<file path="src/rtl/dsp48a1_mac_ctrl.sv">
// Sequencer that drives a DSP48A1 slice as a vector multiply-accumulate engine.
// Operand pairs stream in on valid/ready; the final P and a sticky carry are returned on a result port.
module dsp48a1_mac_ctrl #(
    parameter int LEN_W = 16
) (
    input  logic             clk,
    input  logic             rst_n,
    input  logic             i_start,
    input  logic [LEN_W-1:0] i_cfg_len,
    input  logic             i_cfg_sub,
    input  logic             i_in_valid,
    output logic             o_in_ready,
    input  logic [17:0]      i_in_a,
    input  logic [17:0]      i_in_b,
    output logic [17:0]      o_dsp_a,
    output logic [17:0]      o_dsp_b,
    output logic             o_dsp_cea,
    output logic             o_dsp_ceb,
    output logic [7:0]       o_dsp_opmode,
    output logic             o_dsp_ceopmode,
    output logic             o_dsp_cem,
    output logic             o_dsp_cep,
    output logic             o_dsp_rst,
    input  logic [47:0]      i_dsp_p,
    input  logic             i_dsp_carryout,
    output logic             o_res_valid,
    input  logic             i_res_ready,
    output logic [47:0]      o_res_data,
    output logic             o_res_carry,
    output logic             o_busy
);

    typedef enum logic [1:0] {
        S_IDLE,
        S_ACCUM,
        S_DRAIN,
        S_DONE
    } state_t;

    state_t           r_state;
    logic             r_v1;
    logic             r_v2;
    logic             r_v3;
    logic [LEN_W-1:0] r_rem;
    logic             r_first;
    logic             r_sub;
    logic [7:0]       r_opmode;
    logic [47:0]      r_res_data;
    logic             r_res_carry;
    logic             r_res_valid;
    logic             r_in_ready;
    logic             r_busy;
    logic             r_dsp_rst;
    logic             w_accept;

    assign w_accept       = i_in_valid & r_in_ready;
    assign o_in_ready     = r_in_ready;
    assign o_dsp_a        = i_in_a;
    assign o_dsp_b        = i_in_b;
    assign o_dsp_cea      = w_accept;
    assign o_dsp_ceb      = w_accept;
    assign o_dsp_opmode   = r_opmode;
    assign o_dsp_ceopmode = r_v1;
    assign o_dsp_cem      = r_v1;
    assign o_dsp_cep      = r_v2;
    assign o_dsp_rst      = r_dsp_rst;
    assign o_res_valid    = r_res_valid;
    assign o_res_data     = r_res_data;
    assign o_res_carry    = r_res_carry;
    assign o_busy         = r_busy;

    always_ff @(posedge clk or negedge rst_n) begin
        if (!rst_n) begin
            r_state     <= S_IDLE;
            r_v1        <= 1'b0;
            r_v2        <= 1'b0;
            r_v3        <= 1'b0;
            r_rem       <= '0;
            r_first     <= 1'b0;
            r_sub       <= 1'b0;
            r_opmode    <= 8'h00;
            r_res_data  <= 48'h0;
            r_res_carry <= 1'b0;
            r_res_valid <= 1'b0;
            r_in_ready  <= 1'b0;
            r_busy      <= 1'b0;
            r_dsp_rst   <= 1'b1;
        end else begin
            r_dsp_rst <= 1'b0;
            r_v1      <= w_accept;
            r_v2      <= r_v1;
            r_v3      <= r_v2;

            // First beat uses Z=0 so a stale P from an earlier vector is dropped.
            if (w_accept) begin
                r_opmode <= {r_sub, 3'b000, ~r_first, 3'b001};
            end

            // The slice carry register loads together with P, so it is valid alongside v3.
            if (r_v3) begin
                r_res_carry <= r_res_carry | i_dsp_carryout;
            end

            case (r_state)
                S_IDLE: begin
                    if (i_start && (i_cfg_len != '0)) begin
                        r_state     <= S_ACCUM;
                        r_rem       <= i_cfg_len;
                        r_sub       <= i_cfg_sub;
                        r_first     <= 1'b1;
                        r_res_carry <= 1'b0;
                        r_in_ready  <= 1'b1;
                        r_busy      <= 1'b1;
                    end
                end
                S_ACCUM: begin
                    if (w_accept) begin
                        r_rem   <= r_rem - LEN_W'(1);
                        r_first <= 1'b0;
                        if (r_rem == LEN_W'(1)) begin
                            r_state    <= S_DRAIN;
                            r_in_ready <= 1'b0;
                        end
                    end
                end
                S_DRAIN: begin
                    // No accepts happen in DRAIN, so an empty pipe behind v3 marks the last beat.
                    if (r_v3 && !r_v2 && !r_v1) begin
                        r_res_data  <= i_dsp_p;
                        r_res_valid <= 1'b1;
                        r_state     <= S_DONE;
                    end
                end
                S_DONE: begin
                    if (i_res_ready) begin
                        r_res_valid <= 1'b0;
                        r_busy      <= 1'b0;
                        r_state     <= S_IDLE;
                    end
                end
                default: r_state <= S_IDLE;
            endcase
        end
    end

endmodule

</file>
<file path="config.mk">
export PLATFORM = sky130hd
export DESIGN_NAME = dsp48a1_mac_ctrl
export DESIGN_NICKNAME = d
export VERILOG_FILES = /design/src/rtl/dsp48a1_mac_ctrl.sv
export SDC_FILE = /design/constraint.sdc
export NUM_CORES = 1
export LEC_CHECK = 0
export ABC_CLOCK_PERIOD_IN_PS = 4600
export BUFFER_PORTS_ARGS = -buffer_cell sky130_fd_sc_hd__buf_2
export CORE_UTILIZATION = 36
export DETAILED_ROUTE_END_ITERATION = 7
export GPL_TIMING_DRIVEN = 1
export PLACE_DENSITY_LB_ADDON = 0.12
export SKIP_LAST_GASP = 1
export SLEW_MARGIN = 20
export SYNTH_ARGS = -nofsm -noshare
export SYNTH_HDL_FRONTEND = slang
export SYNTH_SLANG_ARGS = --single-unit
</file>
<file path="constraint.sdc">
create_clock -name clk -period 4.6 [get_ports clk]
set_input_delay 0.92 -clock clk [delete_from_list [all_inputs] [get_ports clk]]
set_output_delay 0.92 -clock clk [all_outputs]
set_load 0.03 [all_outputs]
</file>
Word level (Yosys, flattened, before mapping)
Cells that the tools add are included.
{"block": "word_totals", "regBits": 79, "wordCells": 66, "input_bits": 107, "output_inout_bits": 102}
{"block": "op_classes", "eq_ne": 9, "muxes": 22, "bitwise_logic": 3, "reduce_logical": 17, "addsub": 1}
{"cell": "$mux W16", "count": 2}
{"cell": "$pmux W16 S2", "count": 1}
{"cell": "$eq A16 B1 Y1 const B", "count": 1}
{"cell": "$reduce_bool A16 Y1", "count": 1}
{"cell": "$sub A16 B1 Y16 const B", "count": 1}
{"cell": "$mux W2", "count": 5}
{"cell": "$ne A2 B2 Y1 const B", "count": 5}
{"cell": "$mux W1", "count": 9}
{"cell": "$reduce_and A3 Y1", "count": 3}
{"cell": "$pmux W1 S2", "count": 4}
{"cell": "$pmux W2 S4", "count": 1}
{"cell": "$reduce_bool A2 Y1", "count": 3}
{"cell": "$reduce_and A5 Y1", "count": 1}
{"cell": "$eq A2 B2 Y1 const B", "count": 2}
{"cell": "$reduce_and A2 Y1", "count": 2}
{"cell": "$reduce_and A4 Y1", "count": 1}
{"cell": "$logic_and A1 B1 Y1", "count": 3}
{"cell": "$eq A2 B1 Y1 const B", "count": 1}
{"cell": "$logic_not A1 Y1", "count": 2}
{"cell": "$logic_not A2 Y1", "count": 1}
{"cell": "$and A1 B1 Y1", "count": 1}
{"cell": "$not A1 Y1", "count": 1}
{"cell": "$or A1 B1 Y1", "count": 1}

Depth between registers and ports, before layout
Gate-level depths: netlist of run 1.
{"block": "depth", "word_depth": 5, "ltp_mapped": 8, "mapped_depth_nobuf": 7}

Least setup slack after synthesis of run 1
Ideal clock, no wire load.
{"block": "synth_path", "path_kind": "input-to-output", "from": "input i_in_valid", "to": "output o_dsp_ceb", "arrival_ns": 1.529, "setup_slack_ns": 2.151, "path_stages": 3, "cell_sequence": "nand2_1 > inv_1 > buf_4"}
{"block": "synth_via", "elab_chain_len": 1}
{"element": "start: declaration", "line_no": "11", "source": "input logic i_in_valid,"}
{"element": "$and A1 B1 Y1", "line_no": "56", "source": "assign w_accept = i_in_valid & r_in_ready;"}
{"element": "end: declaration", "line_no": "18", "source": "output logic o_dsp_ceb,"}
No other way between the ends.

Final worst setup path of run 1
{"block": "layout_path", "from": "input i_cfg_len[3]", "to": "register r_rem[9]"}
{"block": "layout_via", "elab_chain_len": 4}
{"element": "start: declaration", "line_no": "9", "source": "input logic [LEN_W-1:0] i_cfg_len,"}
{"element": "$reduce_bool A16 Y1", "line_no": "106", "source": "if (i_start && (i_cfg_len != '0)) begin"}
{"element": "$logic_and A1 B1 Y1", "line_no": "106"}
{"element": "$ne A2 B2 Y1 (no source line)"}
{"element": "$reduce_and A3 Y1 (no source line)"}
{"element": "end signal: assignment", "line_no": "108", "source": "r_rem <= i_cfg_len;"}
{"element": "end signal: assignment", "line_no": "118", "source": "r_rem <= r_rem - LEN_W'(1);"}
{"element": "end: declaration", "line_no": "44", "source": "logic [LEN_W-1:0] r_rem;"}
No other way between the ends.
A chain may end at the register's enable or synchronous reset.

==> metrics, run 1 <==
crit path DAT 2920 ps; CP Capture Type flop; type of the worst setup path input pin to flop; peak supply drop 0.000197 V; Synth Instances 343; actual slew at the worst max-slew pin 1020 ps; Leak 2.47 nW; CP Launch Type input pin; sequential-to-total area share from yosys stat 0.512; All-Layer GR Usage 0.162; IO buf count 131; GRT overflow 0; vias in the first global route 2882; Nets 550; commonest non-fill, non-tap cells in the layout buf_2, dfrtp_1, mux2_2; XOR/XNOR Fraction of Synth Area 0; most common cell after layout, fill and taps aside buf_2; die width 106 um; async set-reset flop share out of synthesis 1.00; worst clock skew 10.1 ps; Final period util 0.582; CTS Buf Count 9; CP Max Fanout 20; critical path required time 4840 ps; HPWL Detailed 6.16 mm; area grow syn2layout 19.4%; proportion of layout cells with a drive suffix above 1 0.474; Synth Cell Area 3860 um^2; Pwr Density 293 nW/um^2; RSZ-0062 raised after global routing false; setup bufs post-CTS 0; # rows 37; number of top-level pins 209; 1st-pass router iterations 4; normalized max-slew margin 0.321; library cells used by synthesis 50; maximum clock path buffer count 2; ys flop type dfrtp_1; first-pass GRT wire length 14.0 mm; CORE AREA 10400 um^2; clock-pin slew on the worst setup and hold paths 90 ps; Synth Area in Simple Gates 0.0927; Clock Latency Late Sink 350 ps; Yosys reg bits 79; vias per cell 4.98; mux share of post-synthesis cell area 0.154; Hold Path Class flop to flop; Max Freq 0.374 GHz; Vias 2873; post-CTS sizing 0; clock period minus worst slack 2680 ps; final hold vios 0; Final Max Tran Viols 0; CTS tree built; Synth Area in Compound Gates 0.105; Synth Area in Adders 0.0227; clk sinks 79; initial drt markers 146; Ys Warns 0; # setup viols final 0; antenna violations before repair 0; full die area 11100 um^2; CTS H-tree depth 3; final wirelength 8.86 mm; ANT cells 0; setup_tns 0 ps; run status complete, no violations; Root Driver clkbuf_8; largest family of logic cells by synthesized area multiplexers; post-route ant nets 0; hold buffer count at CTS 0; MaxCap Viol Count 0; Starting Density 0.372; die height 106 um; Routed WL per cell 15.3 um; Post-synth EDFFs 0; pin count of the biggest net entering global routing 80; hold slack 404 ps; Avg Cell Area, Syn 11.3 um^2; GPL Wtd Cong 0.765; Residual DRC 0
worst paths after layout:
kind	from	endpoint	slack [ps]	depth (start not counted)
setup / recovery	i_cfg_len[3]	r_rem[9]$_DFFE_PN0P_	1920	6
hold / removal	o_dsp_cep$_DFF_PN0_	r_v3$_DFF_PN0_	400	0
setup reg to reg	r_rem[6]$_DFFE_PN0P_	r_state[1]$_DFFE_PN0P_	2130	5
hold reg to reg	o_dsp_cep$_DFF_PN0_	r_v3$_DFF_PN0_	400	0
max in group asynchronous	rst_n	r_rem[13]$_DFFE_PN0P_	3460	1
min in group asynchronous	rst_n	r_rem[4]$_DFFE_PN0P_	560	1
power breakdown:
group	total, mW	leakage [nW]	switching, mW	internal (mW)
registers	0.696	1.08	0.000898	0.695
clock network	0.592	0.116	0.279	0.314
logic	0.0616	1.27	0.0366	0.0250
worst max-delay path, cell delays in order:
cell     delay, ps
buf_2          110
nor4_1         640
a41o_1         390
a21o_1         550
a21oi_1         80
o22a_1         220
flip-flops by register name (all words and copies together) (netlist names):
register,flops
o_res_data,48
r_rem,16
o_dsp_opmode,3
r_state,2
o_busy,1
o_dsp_cem,1
o_dsp_cep,1
o_dsp_rst,1
o_in_ready,1
o_res_carry,1
o_res_valid,1
r_first,1
r_sub,1
r_v3,1
layout make-up:
type | instances | area [um^2]
tap | 136 | 170
clock buffer | 9 | 124
clock inverter | 7 | 103
multi-input combinational | 198 | 1480
timing repair buffer | 134 | 704
inverter | 14 | 52.6
fill | 1031 | 5760
sequential | 79 | 1980
kinds of logic after synthesis:
family          Yosys count
compound gates           62
fa+ha+maj                 7
buf+inv                  71
flops                    79
mux                      53
other cells               1
simple gates             70
synthesized netlist by cell type (all sizes together) (2+ instances only):
cell type | n | share of area
nor2 | 18 | 0.018
nand3 | 6 | 0.0078
nor4 | 6 | 0.011
o32ai | 2 | 0.0045
buf | 51 | 0.093
or4 | 3 | 0.0068
dfrtp | 78 | 0.51
o21ai | 17 | 0.023
ha | 7 | 0.023
mux2 | 51 | 0.15
mux2i | 2 | 0.0052
nor3 | 8 | 0.010
o21a | 2 | 0.0039
a31oi | 4 | 0.0065
nand4 | 3 | 0.0049
nand2 | 18 | 0.018
a2bb2oi | 3 | 0.0068
o22a | 3 | 0.0068
clkbuf | 6 | 0.0058
a21oi | 18 | 0.023
inv | 14 | 0.014
layer usage:
layer	wire length [um]	vias to the layer above	part of all wire	track usage
li1	-	1350	-	-
met1	3900	1387	0.44	0.203
met2	4150	120	0.47	0.259
met3	694	16	0.078	0.0581
met4	118	0	0.013	0.0565
met5	0	-	0	0
through the flow:
stage	instance area (um^2)	power, mW	utilization	std cells	setup slack [ps]
floorplan	3880	0.787	-	348	2150
global placement	4350	0.772	0.419	560	1660
detailed placement	4350	0.773	0.419	560	1600
CTS	4580	1.37	0.441	576	1900
global route	4610	1.40	0.444	577	1760
finish	4610	1.35	0.444	577	1920
Note: power is estimated with default switching activity, not from simulation.
==> run 2: changes to the inputs <==
--- a/config.mk
+++ b/config.mk
@@ -5,7 +5,8 @@
 export SDC_FILE = /design/constraint.sdc
 export NUM_CORES = 1
 export LEC_CHECK = 0
-export ABC_CLOCK_PERIOD_IN_PS = 4600
+export ABC_AREA = 1
+export ABC_CLOCK_PERIOD_IN_PS = 2600
 export BUFFER_PORTS_ARGS = -buffer_cell sky130_fd_sc_hd__buf_2
 export CORE_UTILIZATION = 36
 export DETAILED_ROUTE_END_ITERATION = 7
==> constraint.sdc (replaced) <==
create_clock -name clk -period 2.6 [get_ports clk]
set_input_delay 0.52 -clock clk [delete_from_list [all_inputs] [get_ports clk]]
set_output_delay 0.52 -clock clk [all_outputs]
set_load 0.03 [all_outputs]
==> metrics, run 2 <==
type of the worst setup path flop to flop; post-route ant nets 0 (unchanged); CP startpoint r_state[1]$_DFFE_PN0P_; largest area contributor in the netlist dfrtp_1; setup bufs post-CTS 0 (unchanged); area grow syn2layout 18.2%; most common cell after layout, fill and taps aside nand2_1; MaxCap Viol Count 0 (unchanged); library cells used by synthesis 28 (-44%); maximum clock path buffer count 2 (unchanged); RSZ-0062 raised after global routing false; Reg area 1980 um^2 (unchanged); Vias 3428 (+19%); synth top area cells dfrtp_1, nand2_1, buf_4; # rows 38 (+2.7%); Final Power 6.65 mW (+390%); Synth Instances 537 (+57%); Synth Cell Area 4110 um^2 (+6.5%); clock period minus worst slack 1810 ps; critical path required time 2820 ps (-2020 ps); most frequent cell after synthesis nand2_1; final hold vios 0 (unchanged); CP Launch Type flop; Final Max Tran Viols 0 (unchanged); max reg flops 48 (unchanged); reg2reg end r_rem[15]$_DFFE_PN0P_; Hold Path Class input pin to asynchronous set/reset pin; All-Layer GR Usage 0.171 (+0.00826); GPL Wtd Cong 0.805 (+5.3%); synth cell count leaders nand2_1, dfrtp_1, buf_4; # setup viols final 0 (unchanged); Reg2Reg Launch Point r_state[1]$_DFFE_PN0P_; Yosys reg bits 79 (unchanged); proportion of layout cells with a drive suffix above 1 0.268 (-0.206); GRT overflow 0 (unchanged); Register-to-Register Path Depth 8 (+3); Final period util 0.696; clock-pin slew on the worst setup and hold paths 60 ps (-30 ps); Pwr Density 1370 nW/um^2 (+370%); number of top-level pins 209 (unchanged); die height 109 um (+3.1%); first-pass GRT wire length 15.5 mm (+10%); commonest non-fill, non-tap cells in the layout nand2_1, buf_2, dfrtp_1; full die area 11800 um^2 (+6.4%); initial drt markers 171 (+17%); Max Freq 0.553 GHz; CP Capture Type flop; antenna violations before repair 0 (unchanged); Nets 743 (+35%); die width 109 um (+3.1%); 1st-pass router iterations 4 (unchanged); Ys Warns 0 (unchanged); actual slew at the worst max-slew pin 876 ps (-142 ps); peak supply drop 0.000574 V (+190%); vias per cell 4.43 (-11%); Filler cells 1103 (+7.0%); ys flop type dfrtp_1; post-layout util 0.442 (-0.00201); Avg Cell Area, Syn 7.65 um^2 (-32%); async set-reset flop share out of synthesis 1.00 (unchanged); pin count of the biggest net entering global routing 68 (-15%); sequential-to-total area share from yosys stat 0.481 (-0.0312); IO buf count 131 (unchanged); Starting Density 0.374 (+0.00201); run status complete, no violations; crit path DAT 2020 ps (-900 ps); Leak 2.74 nW (+11%); ANT cells 0 (unchanged); vias in the first global route 3282 (+14%); Post-synth EDFFs 0 (unchanged); CTS Buf Count 9 (unchanged); CTS tree built; Root Driver clkbuf_16; clk sinks 79 (unchanged); HPWL Detailed 6.87 mm (+12%); Clock Latency Late Sink 330 ps (-20 ps); hold buffer count at CTS 0 (unchanged); Yosys top cell area share 0.475 (-0.0308); post-CTS sizing 0 (unchanged); register-to-register setup slack 790 ps (-1340 ps); multi-input logic area 1610 um^2 (+9.4%); Residual DRC 0 (unchanged); CP Max Fanout 22 (+10%); CTS H-tree depth 3 (unchanged); final wirelength 9.60 mm (+8.4%); Routed WL per cell 12.4 um (-19%); CORE AREA 11000 um^2 (+5.9%); setup_tns 0 ps (unchanged); worst clock skew 6.83 ps (-3.26 ps); normalized max-slew margin 0.416 (+0.0947)
run 2: worst max-delay path by stage:
stage / to / slack, ps / depth (start not counted)
finish: r_rem[15]$_DFFE_PN0P_ / 790 / 8
global route: o_res_valid$_DFFE_PN0P_ / 560 / 6
CTS: o_res_valid$_DFFE_PN0P_ / 750 / 6
detailed placement: r_rem[15]$_DFFE_PN0P_ / 680 / 11
global placement: r_rem[15]$_DFFE_PN0P_ / 740 / 11
floorplan: o_dsp_ceb / 920 / 3
run 2: final cells by class:
type                       count  share of cell area
clock buffer                  13              0.0536
multi-input combinational    371               0.332
sequential                    79               0.407
tap                          140              0.0361
timing repair buffer         135               0.142
inverter                      33              0.0255
clock inverter                 3             0.00361
run 2: worst max-delay path: stages (launching register included):
cell     delay, ps
dfrtp_1        410
inv_1          110
ha_1           350
nand2_1        130
o21a_1         160
nand2_4        220
inv_2          170
nand2_1        100
nand2_1         50
run 2: layer usage:
metal / global-route usage / routed length, um / up-vias
met5: 0 / 0 / -
met4: 0.0685 / 149 / 0
met3: 0.0574 / 727 / 10
met2: 0.269 / 4330 / 98
met1: 0.214 / 4390 / 1551
li1: - / - / 1769
run 2: metrics by stage:
step / cell area (um^2) / hold WS (ps) / instances / worst slack [ps]
finish: 4860 / 279 / 774 / 791
global route: 4860 / 381 / 774 / 555
CTS: 4860 / 347 / 774 / 755
detailed placement: 4580 / 387 / 758 / 681
global placement: 4580 / 384 / 758 / 740
floorplan: 4130 / 224 / 542 / 916
run 2: where the power goes:
part,switching (mW),internal [mW],total [mW],leakage [nW]
Clock,0.473,0.696,1.17,0.136
Combinational,2.27,0.961,3.23,1.66
Sequential,0.412,1.83,2.24,0.948
Total,3.16,3.49,6.65,2.74
run 2: logic make-up after synthesis:
kind of cell	synth area share
simple gates	0.326
buf+inv	0.132
flops	0.481
compound gates	0.0289
fa+ha+maj	0.0213
mux	0.00731
other cells	0.000912
xor+xnor	0.00213
==> run 3: changes to the inputs <==
--- a/config.mk
+++ b/config.mk
@@ -5,8 +5,8 @@
 export SDC_FILE = /design/constraint.sdc
 export NUM_CORES = 1
 export LEC_CHECK = 0
-export ABC_AREA = 1
-export ABC_CLOCK_PERIOD_IN_PS = 2600
+export ABC_AREA = 0
+export ABC_CLOCK_PERIOD_IN_PS = 1830
 export BUFFER_PORTS_ARGS = -buffer_cell sky130_fd_sc_hd__buf_2
 export CORE_UTILIZATION = 36
 export DETAILED_ROUTE_END_ITERATION = 7
==> constraint.sdc (replaced) <==
create_clock -name clk -period 1.83 [get_ports clk]
set_input_delay 0.366 -clock clk [delete_from_list [all_inputs] [get_ports clk]]
set_output_delay 0.366 -clock clk [all_outputs]
set_load 0.03 [all_outputs]
==> metrics, run 3 (synthesized netlist as in run 1, its figures left out) <==
run status finished with violations; failing checks setup timing; Root Driver clkbuf_8; ANT cells 0 (unchanged); clock period minus worst slack 2210 ps (+406 ps); critical path required time 2060 ps (-760 ps); area grow syn2layout 39.4%; proportion of layout cells with a drive suffix above 1 0.579 (+0.311); Leak 2.85 nW (+3.8%); max reg flops 48 (unchanged); hold depth 2; vias in the first global route 3068 (-6.5%); CORE AREA 10400 um^2 (-5.6%); GPL Wtd Cong 0.790 (-1.9%); Residual DRC 0 (unchanged); pin count of the biggest net entering global routing 34 (-50%); clock-pin slew on the worst setup and hold paths 90 ps (+30 ps); Clock Power Share 0.403 (+0.227); fin worst setup slack -384 ps (-1180 ps); hold slack 241 ps (-37.4 ps); peak supply drop 0.000320 V (-44%); Hold Path Class input pin to flop; Pint 2.53 mW (-28%); register-to-register setup slack -380 ps (-1180 ps); Clock Latency Late Sink 350 ps (+20 ps); maximum clock path buffer count 2 (unchanged); final hold vios 0 (unchanged); # rows 37 (-2.6%); type of the worst setup path flop to flop; commonest non-fill, non-tap cells in the layout buf_2, dfrtp_1, buf_4; Vias 3145 (-8.3%); CP Launch Type flop; Sw Ratio 0.230 (-0.246); antenna violations before repair 0 (unchanged); Max Freq 0.452 GHz (-18%); most common cell after layout, fill and taps aside buf_2; Final Power 3.28 mW (-51%); Pwr Density 609 nW/um^2 (-55%); Final Max Tran Viols 0 (unchanged); sequential group share of total power 0.534 (+0.197); # setup viols final 9 (+9); post-layout util 0.519 (+0.0766); Register-to-Register Path Depth 5 (-3); vias per cell 4.82 (+8.9%); CTS Buf Count 9 (unchanged); HPWL Detailed 7.24 mm (+5.2%); die width 106 um (-3.0%); IO buf count 131 (unchanged); number of top-level pins 209 (unchanged); reg2reg end r_state[1]$_DFFE_PN0P_; GRT overflow 0 (unchanged); clk sinks 79 (unchanged); RSZ-0062 raised after global routing true; crit path DAT 2450 ps (+430 ps); die height 106 um (-3.0%); CTS tree built; first-pass GRT wire length 15.4 mm (-0.89%); Routed WL per cell 15.3 um (+23%); CP Max Fanout 3 (-86%); Reg2Reg Launch Point r_rem[9]$_DFFE_PN0P_; Hold Path Sink o_res_data[15]$_DFFE_PN0P_; Starting Density 0.372 (-0.00201); All-Layer GR Usage 0.179 (+0.00866); MaxCap Viol Count 0 (unchanged); DP Worst Slack -382 ps (-1060 ps); post-route ant nets 0 (unchanged); switching pwr 0.753 mW (-76%); final wirelength 9.96 mm (+3.7%); initial drt markers 105 (-39%); Nets 625 (-16%); Final period util 1.21 (+0.514); CP Capture Type flop; worst clock skew 11.2 ps (+4.33 ps); hold_sp i_dsp_p[15]; full die area 11100 um^2 (-6.0%); Gate power share 0.063 (-0.424); 1st-pass router iterations 4 (unchanged); CTS H-tree depth 3 (unchanged)
-- run 3: changes by cell type in the layout (fill, tap and decap cells not counted), sizes merged, moves of 4 or more --
cell	previous run	this run
a21oi	3	18
a31oi	0	4
buf	135	205
inv	33	14
mux2	0	51
nand2	265	18
nand3	22	6
nor2	39	18
nor3	0	8
nor4	0	6
-- run 3: how the worst max path moves through the flow --
stage	from	endpoint	slack, ps	depth (start not counted)
floorplan	r_rem[9]$_DFFE_PN0P_	r_state[1]$_DFFE_PN0P_	-390	6
global placement	r_rem[9]$_DFFE_PN0P_	r_state[1]$_DFFE_PN0P_	-340	5
detailed placement	r_rem[9]$_DFFE_PN0P_	r_state[1]$_DFFE_PN0P_	-380	5
CTS	r_rem[9]$_DFFE_PN0P_	r_state[1]$_DFFE_PN0P_	-360	5
global route	r_rem[9]$_DFFE_PN0P_	r_state[1]$_DFFE_PN0P_	-420	5
finish	r_rem[9]$_DFFE_PN0P_	r_state[1]$_DFFE_PN0P_	-380	5
-- run 3: cell type report --
class,count,area (um^2)
inverter,14,56.3
timing repair buffer,209,1380
sequential,79,1980
tap,136,170
fill,970,4990
clock buffer,12,145
clock inverter,4,55.1
multi-input combinational,198,1600
-- run 3: power by group through the flow --
stage,Clock (mW),Sequential (mW),Combinational (mW)
6_report,1.32,1.75,0.208
5_1_grt,1.45,1.75,0.230
4_1_cts,1.38,1.75,0.207
3_5_place_dp,0,1.78,0.200
3_3_place_gp,0,1.78,0.198
2_1_floorplan,0,1.79,0.190
-- run 3: metal layers --
metal / wire length (um) / track usage / up-vias
li1: - / - / 1503
met1: 4290 / 0.226 / 1526
met2: 5030 / 0.297 / 89
met3: 432 / 0.0433 / 27
met4: 203 / 0.0704 / 0
met5: 0 / 0 / -
-- run 3: worst max-delay path, stage by stage, from the launching register on --
cell and delay, ps:
dfrtp_1 390, or4_4 550, or4_4 470, o21ai_4 150, o2111a_2 250, mux2_4 290
-- run 3: timing repair --
action / in CTS / in global routing
pin swaps: 2 / 7
hold buffers: 1 / 0
gates resized for setup: 9 / 18
cloned: 0 / 3
endpoints found under the setup margin: 12 / 21
hold endpoints to repair: 29 / 0
buffers inserted: 3 / 6
-- run 3: per-stage QoR --
step / setup TNS [ps] / instances / instance area [um^2]
after floorplan: -1290 / 348 / 3920
after global placement: -1580 / 623 / 4900
after detailed placement: -1720 / 623 / 4900
after CTS: -1910 / 643 / 5170
after global routing: -3170 / 652 / 5380
final: -2290 / 652 / 5380
